===== config.mk =====
export PLATFORM = sky130hd
export DESIGN_NAME = addsub_norm_fpu
export DESIGN_NICKNAME = d
export VERILOG_FILES = /design/src/rtl/addsub_norm_fpu.sv
export SDC_FILE = /design/constraint.sdc
export NUM_CORES = 1
export LEC_CHECK = 0
export CAP_MARGIN = 20
export CORE_MARGIN = 3
export CORE_UTILIZATION = 53
export DETAILED_ROUTE_END_ITERATION = 8
export PLACE_DENSITY = 0.76
export RECOVER_POWER = 50
export SYNTH_ARGS = -nofsm -noshare
export SYNTH_HDL_FRONTEND = slang
export SYNTH_SLANG_ARGS = --single-unit

===== constraint.sdc =====
create_clock -name clk -period 4.1 [get_ports clk]
set_clock_uncertainty 0.2 [all_clocks]
set_input_delay 0.82 -clock clk [delete_from_list [all_inputs] [get_ports clk]]
set_output_delay 0.82 -clock clk [all_outputs]
set_load 0.03 [all_outputs]

===== src/rtl/addsub_norm_fpu.sv =====
// addsub_norm_fpu
//   FP16 add/subtract + normalize stage, fed by the compare-and-shift
//   alignment stage. Takes two exponent-aligned 11-bit mantissas (hidden bit
//   explicit) plus the larger exponent. It does a signed-magnitude add or
//   subtract, then normalizes left one bit per cycle. The result is packed
//   into an IEEE half word with truncation rounding.
//
// Ports
//   clk, rst            clock, async active-high reset
//   in_valid/in_ready   operand handshake (ready only when idle)
//   op_sub              0: A+B, 1: A-B
//   sign_a, sign_b      operand signs
//   exp_max[4:0]        larger exponent (0 treated as 1)
//   al_man_a/b[10:0]    aligned mantissas
//   out_valid/out_ready result handshake (valid held until accepted)
//   result[15:0]        {sign, exp, frac}
//   overflow            result saturated to infinity
//   zero                result is exactly zero
module addsub_norm_fpu (
  input  logic        clk,
  input  logic        rst,
  input  logic        in_valid,
  output logic        in_ready,
  input  logic        op_sub,
  input  logic        sign_a,
  input  logic        sign_b,
  input  logic [4:0]  exp_max,
  input  logic [10:0] al_man_a,
  input  logic [10:0] al_man_b,
  output logic        out_valid,
  input  logic        out_ready,
  output logic [15:0] result,
  output logic        overflow,
  output logic        zero
);

  typedef enum logic [1:0] {S_IDLE, S_ADD, S_NORM, S_DONE} state_t;

  state_t      state_q, state_d;
  logic [10:0] ma_q, ma_d, mb_q, mb_d;
  logic        sa_q, sa_d, sb_q, sb_d, sub_q, sub_d;
  logic [4:0]  exp_q, exp_d;
  logic [10:0] man_q, man_d;
  logic        sgn_q, sgn_d;
  logic        wz_q, wz_d;       // working result is zero
  logic [15:0] res_q, res_d;
  logic        ovf_q, ovf_d;
  logic        zero_q, zero_d;

  // ADD-cycle datapath
  logic        eff_sub, a_ge_b;
  logic [11:0] sum;
  logic [10:0] diff;
  logic [10:0] add_man;
  logic [5:0]  add_exp;
  logic        add_sgn, add_zero, add_ovf;

  always_comb begin
    eff_sub = sa_q ^ sb_q ^ sub_q;
    sum     = {1'b0, ma_q} + {1'b0, mb_q};
    a_ge_b  = (ma_q >= mb_q);
    diff    = a_ge_b ? (ma_q - mb_q) : (mb_q - ma_q);
    if (!eff_sub) begin
      // carry out: drop the LSB (truncate) and bump the exponent
      add_man = sum[11] ? sum[11:1] : sum[10:0];
      add_exp = {1'b0, exp_q} + {5'd0, sum[11]};
      add_sgn = sa_q;
    end else begin
      add_man = diff;
      add_exp = {1'b0, exp_q};
      add_sgn = a_ge_b ? sa_q : (sb_q ^ sub_q);
    end
    add_zero = (add_man == 11'd0);
    add_ovf  = !add_zero && (add_exp >= 6'd31);
  end

  always_comb begin
    state_d = state_q;
    ma_d    = ma_q;
    mb_d    = mb_q;
    sa_d    = sa_q;
    sb_d    = sb_q;
    sub_d   = sub_q;
    exp_d   = exp_q;
    man_d   = man_q;
    sgn_d   = sgn_q;
    wz_d    = wz_q;
    res_d   = res_q;
    ovf_d   = ovf_q;
    zero_d  = zero_q;
    case (state_q)
      S_IDLE: begin
        if (in_valid) begin
          ma_d    = al_man_a;
          mb_d    = al_man_b;
          sa_d    = sign_a;
          sb_d    = sign_b;
          sub_d   = op_sub;
          exp_d   = (exp_max == 5'd0) ? 5'd1 : exp_max;
          state_d = S_ADD;
        end
      end
      S_ADD: begin
        if (add_ovf) begin
          res_d   = {add_sgn, 5'h1f, 10'h000};
          ovf_d   = 1'b1;
          zero_d  = 1'b0;
          state_d = S_DONE;
        end else begin
          man_d   = add_man;
          exp_d   = add_exp[4:0];
          sgn_d   = add_zero ? 1'b0 : add_sgn;
          wz_d    = add_zero;
          state_d = S_NORM;
        end
      end
      S_NORM: begin
        if (wz_q || man_q[10] || (exp_q == 5'd1)) begin
          // exp stuck at 1 without hidden bit -> denormal, exp field 0
          if (wz_q) res_d = 16'h0000;
          else      res_d = {sgn_q, (man_q[10] ? exp_q : 5'd0), man_q[9:0]};
          ovf_d   = 1'b0;
          zero_d  = wz_q;
          state_d = S_DONE;
        end else begin
          man_d = {man_q[9:0], 1'b0};
          exp_d = exp_q - 5'd1;
        end
      end
      S_DONE: begin
        if (out_ready) state_d = S_IDLE;
      end
      default: state_d = S_IDLE;
    endcase
  end

  always_ff @(posedge clk or posedge rst) begin
    if (rst) begin
      state_q <= S_IDLE;
      ma_q    <= '0;
      mb_q    <= '0;
      sa_q    <= 1'b0;
      sb_q    <= 1'b0;
      sub_q   <= 1'b0;
      exp_q   <= '0;
      man_q   <= '0;
      sgn_q   <= 1'b0;
      wz_q    <= 1'b0;
      res_q   <= 16'h0000;
      ovf_q   <= 1'b0;
      zero_q  <= 1'b0;
    end else begin
      state_q <= state_d;
      ma_q    <= ma_d;
      mb_q    <= mb_d;
      sa_q    <= sa_d;
      sb_q    <= sb_d;
      sub_q   <= sub_d;
      exp_q   <= exp_d;
      man_q   <= man_d;
      sgn_q   <= sgn_d;
      wz_q    <= wz_d;
      res_q   <= res_d;
      ovf_q   <= ovf_d;
      zero_q  <= zero_d;
    end
  end

  assign in_ready  = (state_q == S_IDLE);
  assign out_valid = (state_q == S_DONE);
  assign result    = res_q;
  assign overflow  = ovf_q;
  assign zero      = zero_q;

endmodule


==> impl_metrics.toml, run 1 <==
[status]
status = "finished with violations"
violations = "max-capacitance violations, max-slew violations"

[floorplanning]
die_w_um = 104.9
initial_core_util_pct = 55.31
core_area_sq_mm = 0.009371
die_area_sq_mm = 0.01100
die_h_um = 104.9
row_count = 35
io_pins = 54

[global_routing]
grt_pass1_vias = 4886
antenna_found_initial = 0
grt_pass1_wl_um = 23520
grtUsageTotal_pct = 26.21
grt_max_degree = 36
overflow = 0

[routing]
avgRoutedWirePerCell_um = 18.10
vias = 4848
wl_um = 14810
ant_nets = 0
drc = 0
routed_via_density = 5.927
drtIter0Drc = 275
drt_pass1_iterations = 5

[yosys]
async_flop_share_pct = 100.0
syn_area_per_cell_sq_um = 9.094
netlist.area_leader.share_pct = 30.41
yosysWarningCount = 0
synth_cell_types = 83
syn_area_sq_mm = 0.005184
synth_edf_count = 0
seq_area_frac_synth_pct = 30.41
synth_area_leaders = "dfrtp_1 30%, ha_1 9.7%, mux2_2 6.5%"
ys_seq_elements = 63
synth_top_flop_cell = "dfrtp_1"
synth_area_leader_cell = "dfrtp_1"
syn_inst = 570
synth_fp_nets = 647

[finish]
n_antenna_cell = 0
drive_gt1_share_pct = 27.29
finalNetCount = 761
layout_common_cells = "70 x buf_4, 61 x dfrtp_1, 52 x nand2_1"
final_common_cell = "buf_4"
area_growth_pct = 32.85

[place]
io_buffers = 53
dp_hpwl_um = 11100
place_congestion = 0.9135

[clocking]
cts_hold_buf = 0
ctsLongestPathBuffers = 2
cts_buffers = 9
h-tree-depth = 3
cts_tree = "built"
cts_root_buf = "clkbuf_8"
worstSkewPairLatency_ps = 350
clock-sinks = 63
clkTransAtPathRegs_ps = 80

[worst_setup_path]
arrival_ps = 4070
cp.required_ps = 4140
crit_path_end_kind = "flip-flop"
crit_path_max_fanout = 7
startpoint_type = "flip-flop"
critPathKind = "reg -> reg"

[timing]
setup_viol = 0
fin_crit_sh_pct = 98.28
holdWs_ps = 293.5
final_max_slew_viol_count = 62
period_minus_slack_ps = 4029
max_clock_freq_mhz = 248.2
max_slew_margin_pct = -22.35
worst_pin_slew_ps = 1835
hold_violations = 0

[run]
max-cap-violations = 2

[min_path]
hold_class = "reg -> reg"
[critical path, cell delays in order (launching register included)]
cell,delay (ps)
dfrtp_1,370
buf_4,120
inv_1,40
ha_1,330
and3_1,270
a31oi_4,240
nand2_4,130
a21oi_1,190
o21ai_0,240
a2111o_1,530
a2111oi_4,480
a21oi_4,140
o21ai_4,170
buf_12,150
mux2_1,310
[metal layers]
layer / vias to the layer above / track usage, % / wire length (um)
li1: 2296 / - / -
met1: 2357 / 31.48 / 6219
met2: 149 / 46.65 / 7436
met3: 46 / 4.324 / 617
met4: 0 / 10.12 / 533
met5: - / 0 / 0
[kinds of logic (layout without fill, tap and decap cells)]
| kind of cell | Yosys count | after routing | synth area share [%] |
|---|---|---|---|
| AOI/OAI and AO/OA | 169 | 169 | 24.04 |
| and+or+nand+nor | 156 | 156 | 14.68 |
| buffers and inverters | 70 | 189 | 5.696 |
| DFF | 63 | 63 | 30.41 |
| muxes | 55 | 55 | 11.71 |
| adders and majority gates | 43 | 43 | 10.81 |
| xor gates and xnor gates | 14 | 14 | 2.655 |
[stage by stage]
stage               instance area (sq um)  cells  utilization, %  setup TNS (ps)  setup WS (ps)
detailed placement                   6267    788           66.88           -1941         -150.1
finish                               6887    818           73.48               0          70.50
global placement                     6267    788           66.88          -685.9         -72.00
global route                         6887    818           73.48          -489.6         -73.18
floorplan                            5191    570               -               0          1.508
CTS                                  6565    808           70.05         -0.7998        -0.7998
[cell type report]
class / count / area (sq um)
Clock inverter: 6 / 92.59
Multi-Input combinational cell: 437 / 3592
Inverter: 41 / 153.9
Sequential cell: 63 / 1579
Timing Repair Buffer: 132 / 1170
Tap cell: 129 / 161.4
Fill cell: 729 / 2485
Clock buffer: 10 / 137.6
[final timing paths]
| check | depth (start not counted) | startpoint | slack [ps] | to |
|---|---|---|---|---|
| setup / recovery | 14 | ma_q[0] | 70 | result[13] |
| hold / removal | 1 | sgn_q | 290 | sgn_q |
| setup reg to reg | 14 | ma_q[0] | 70 | result[13] |
| hold reg to reg | 1 | sgn_q | 290 | sgn_q |
| max in group asynchronous | 3 | rst | 1010 | result[1] |
| min in group asynchronous | 2 | rst | 660 | mb_q[9] |
[registers in the layout, indices dropped and copies added (netlist names)]
name and count:
exp_q 5, ma_q 11, man_q 11, result 16, sb_q 1, zero 1, sgn_q 1, mb_q 11
sub_q 1, sa_q 1, overflow 1, state_q 2, wz_q 1
[repair_timing]
item | 4_1_cts | 5_1_grt
endpoints found under the setup margin | 30 | 34
cloned | 0 | 1
pin swaps | 4 | 17
resized for setup | 11 | 49
buffers inserted | 4 | 9
[synth_stat cells, drive strengths merged (3+ instances only)]
library cell	n
buf	13
nand3	9
a22o	11
o211a	3
o21bai	4
a211oi	10
xnor2	9
nor2	37
o21ai	32
or2	3
and4	3
a21oi	38
o22ai	5
fa	3
nand2	53
nand4	4
xor2	4
mux2	45
nor2b	11
and3	4
nor4	4
o311ai	3
a22oi	4
nor3	10
or3	3
nand2b	7
mux2i	10
clkbuf	16
o31ai	4
ha	40
dfrtp	63
a211o	3
o21a	3
o211ai	6
inv	40
a21o	9
a31oi	5
Power of run 1 is not shown: default switching activity piles up to over one toggle a cycle in this logic, so the estimate is an artifact.
==> inputs of run 2 (changes only) <==
ABC_CLOCK_PERIOD_IN_PS = 4100   (was unset)
CORE_UTILIZATION = 59   (was 53)
DONT_BUFFER_PORTS = 1   (was unset)
==> impl_metrics.toml, run 2 (synthesis results as in run 1) <==
[status]
status = "finished with violations"
violations = "max-capacitance violations, max-slew violations"

[run]
max-cap-violations = 1

[global_routing]
grtUsageTotal_pct = 28.93
antenna_found_initial = 0
grt_pass1_vias = 4549
overflow = 0
grt_max_degree = 38
grt_pass1_wl_um = 22850

[timing]
finalSetupTns_ps = 0
max_clock_freq_mhz = 248.5
period_minus_slack_ps = 4025
hold_violations = 0
fin_crit_sh_pct = 98.17
final_max_slew_viol_count = 38
rsz0062_at_grt = "true"
worst_pin_slew_ps = 1925
max_slew_margin_pct = -28.36
setup_viol = 0

[finish]
drive_gt1_share_pct = 27.27
area_growth_pct = 19.48
layout_common_cells = "65 x buf_4, 62 x dfrtp_1, 53 x nand2_1"
final_cell_area_sq_mm = 0.006193
n_antenna_cell = 0
final_common_cell = "buf_4"
largest_reg_flops = 16
finalNetCount = 699

[clocking]
ctsLongestPathBuffers = 2
cts_buffers = 9
cts_tree = "built"
cts_root_buf = "clkbuf_8"
h-tree-depth = 3
clkTransAtPathRegs_ps = 80
cts_hold_buf = 0
worstSkewPairLatency_ps = 340
clock-sinks = 63

[floorplanning]
die_area_sq_mm = 0.009947
die_h_um = 99.74
initial_core_util_pct = 61.85
die_w_um = 99.74
io_pins = 54
row_count = 33
core_area_sq_mm = 0.008382

[min_path]
hold_class = "reg -> reg"
hp-start = "sgn_q"
whs_path_depth = 1

[routing]
drtIter0Drc = 348
wl_um = 14690
routed_via_density = 6.336
avgRoutedWirePerCell_um = 20.07
ant_nets = 0
drt_pass1_iterations = 5
drc = 0
vias = 4638

[worst_setup_path]
crit_slowest_cell = "dfrtp_1"
startpoint = "ma_q[0]"
cpPeakStageDelay_ps = 420
startpoint_type = "flip-flop"
rr_startpoint = "ma_q[0]"
cp.required_ps = 4120
critPathKind = "reg -> reg"
reg2reg_setup_slack_ps = 80
r2r_cells = 13
crit_path_end_kind = "flip-flop"
crit_chain = "ha_1, fa_2, nor2b_1, o311a_1, buf_4, nand4bb_1, nand4_1, a2bb2oi_1, a221o_1, and4b_1, o311ai_4, buf_6, mux2_1"
arrival_ps = 4040
crit_path_max_fanout = 6

[place]
place_area_sq_mm = 0.005647
dp_hpwl_um = 11060
place_congestion = 0.9686
io_buffers = 0
## run 2: cell types whose count changed in the layout (fill, tap and decap cells not counted), sizes merged
cell           change
clkdlybuf4s50     -51
buf                -7
dlygate4sd3        -2
bufinv             -1
clkbuf             +1
clkinvlp           -1
inv                -1
## run 2: cell type report
| cell class | instances | area (sq um) |
|---|---|---|
| Multi-Input combinational cell | 437 | 3586 |
| Sequential cell | 63 | 1578 |
| Inverter | 41 | 153.9 |
| Timing Repair Buffer | 70 | 553.0 |
| Tap cell | 105 | 131.4 |
| Clock inverter | 3 | 42.54 |
| Clock buffer | 13 | 148.9 |
| Fill cell | 596 | 2188 |
## run 2: worst paths after layout
path,endpoint
setup / recovery,man_q[10]
hold / removal,sgn_q
setup reg to reg,man_q[10]
hold reg to reg,sgn_q
max in group asynchronous,man_q[2]
min in group asynchronous,ma_q[9]
## run 2: worst max-delay path: cells and delay by family, from the launching register on
kind | cells | cell delay (ps)
simple gates | 4 | 840
compound gates | 4 | 1140
fa+ha+maj | 2 | 600
buf+inv | 2 | 360
flops | 1 | 420
mux | 1 | 330
## run 2: per-stage QoR
step | worst slack [ps] | hold slack, ps | util (%) | cells
3_5_place_dp | -96.89 | 288.2 | 67.37 | 708
3_3_place_gp | -215.5 | 266.1 | 67.37 | 708
6_report | 75.10 | 305.2 | 73.89 | 732
2_1_floorplan | 1.508 | 250.5 | - | 570
5_1_grt | -24.56 | 319.4 | 73.89 | 732
4_1_cts | 17.55 | 226.9 | 70.43 | 726
## run 2: what timing repair did
item | CTS | global route
gates resized for setup | 13 | 45
endpoints found under the setup margin | 28 | 34
buffers inserted | 2 | 4
pin swaps | 6 | 11
cloned | 0 | 1
## run 2: per-layer routing
metal  vias up  track usage [%]  share of wire, %
met5         -                0                 0
met4         0            9.244               1.9
met3        23            4.769               6.5
met2       181            46.90                48
met1      2255            39.43                44
li1       2179                -                 -
Power of run 2 is left out for the same reason.
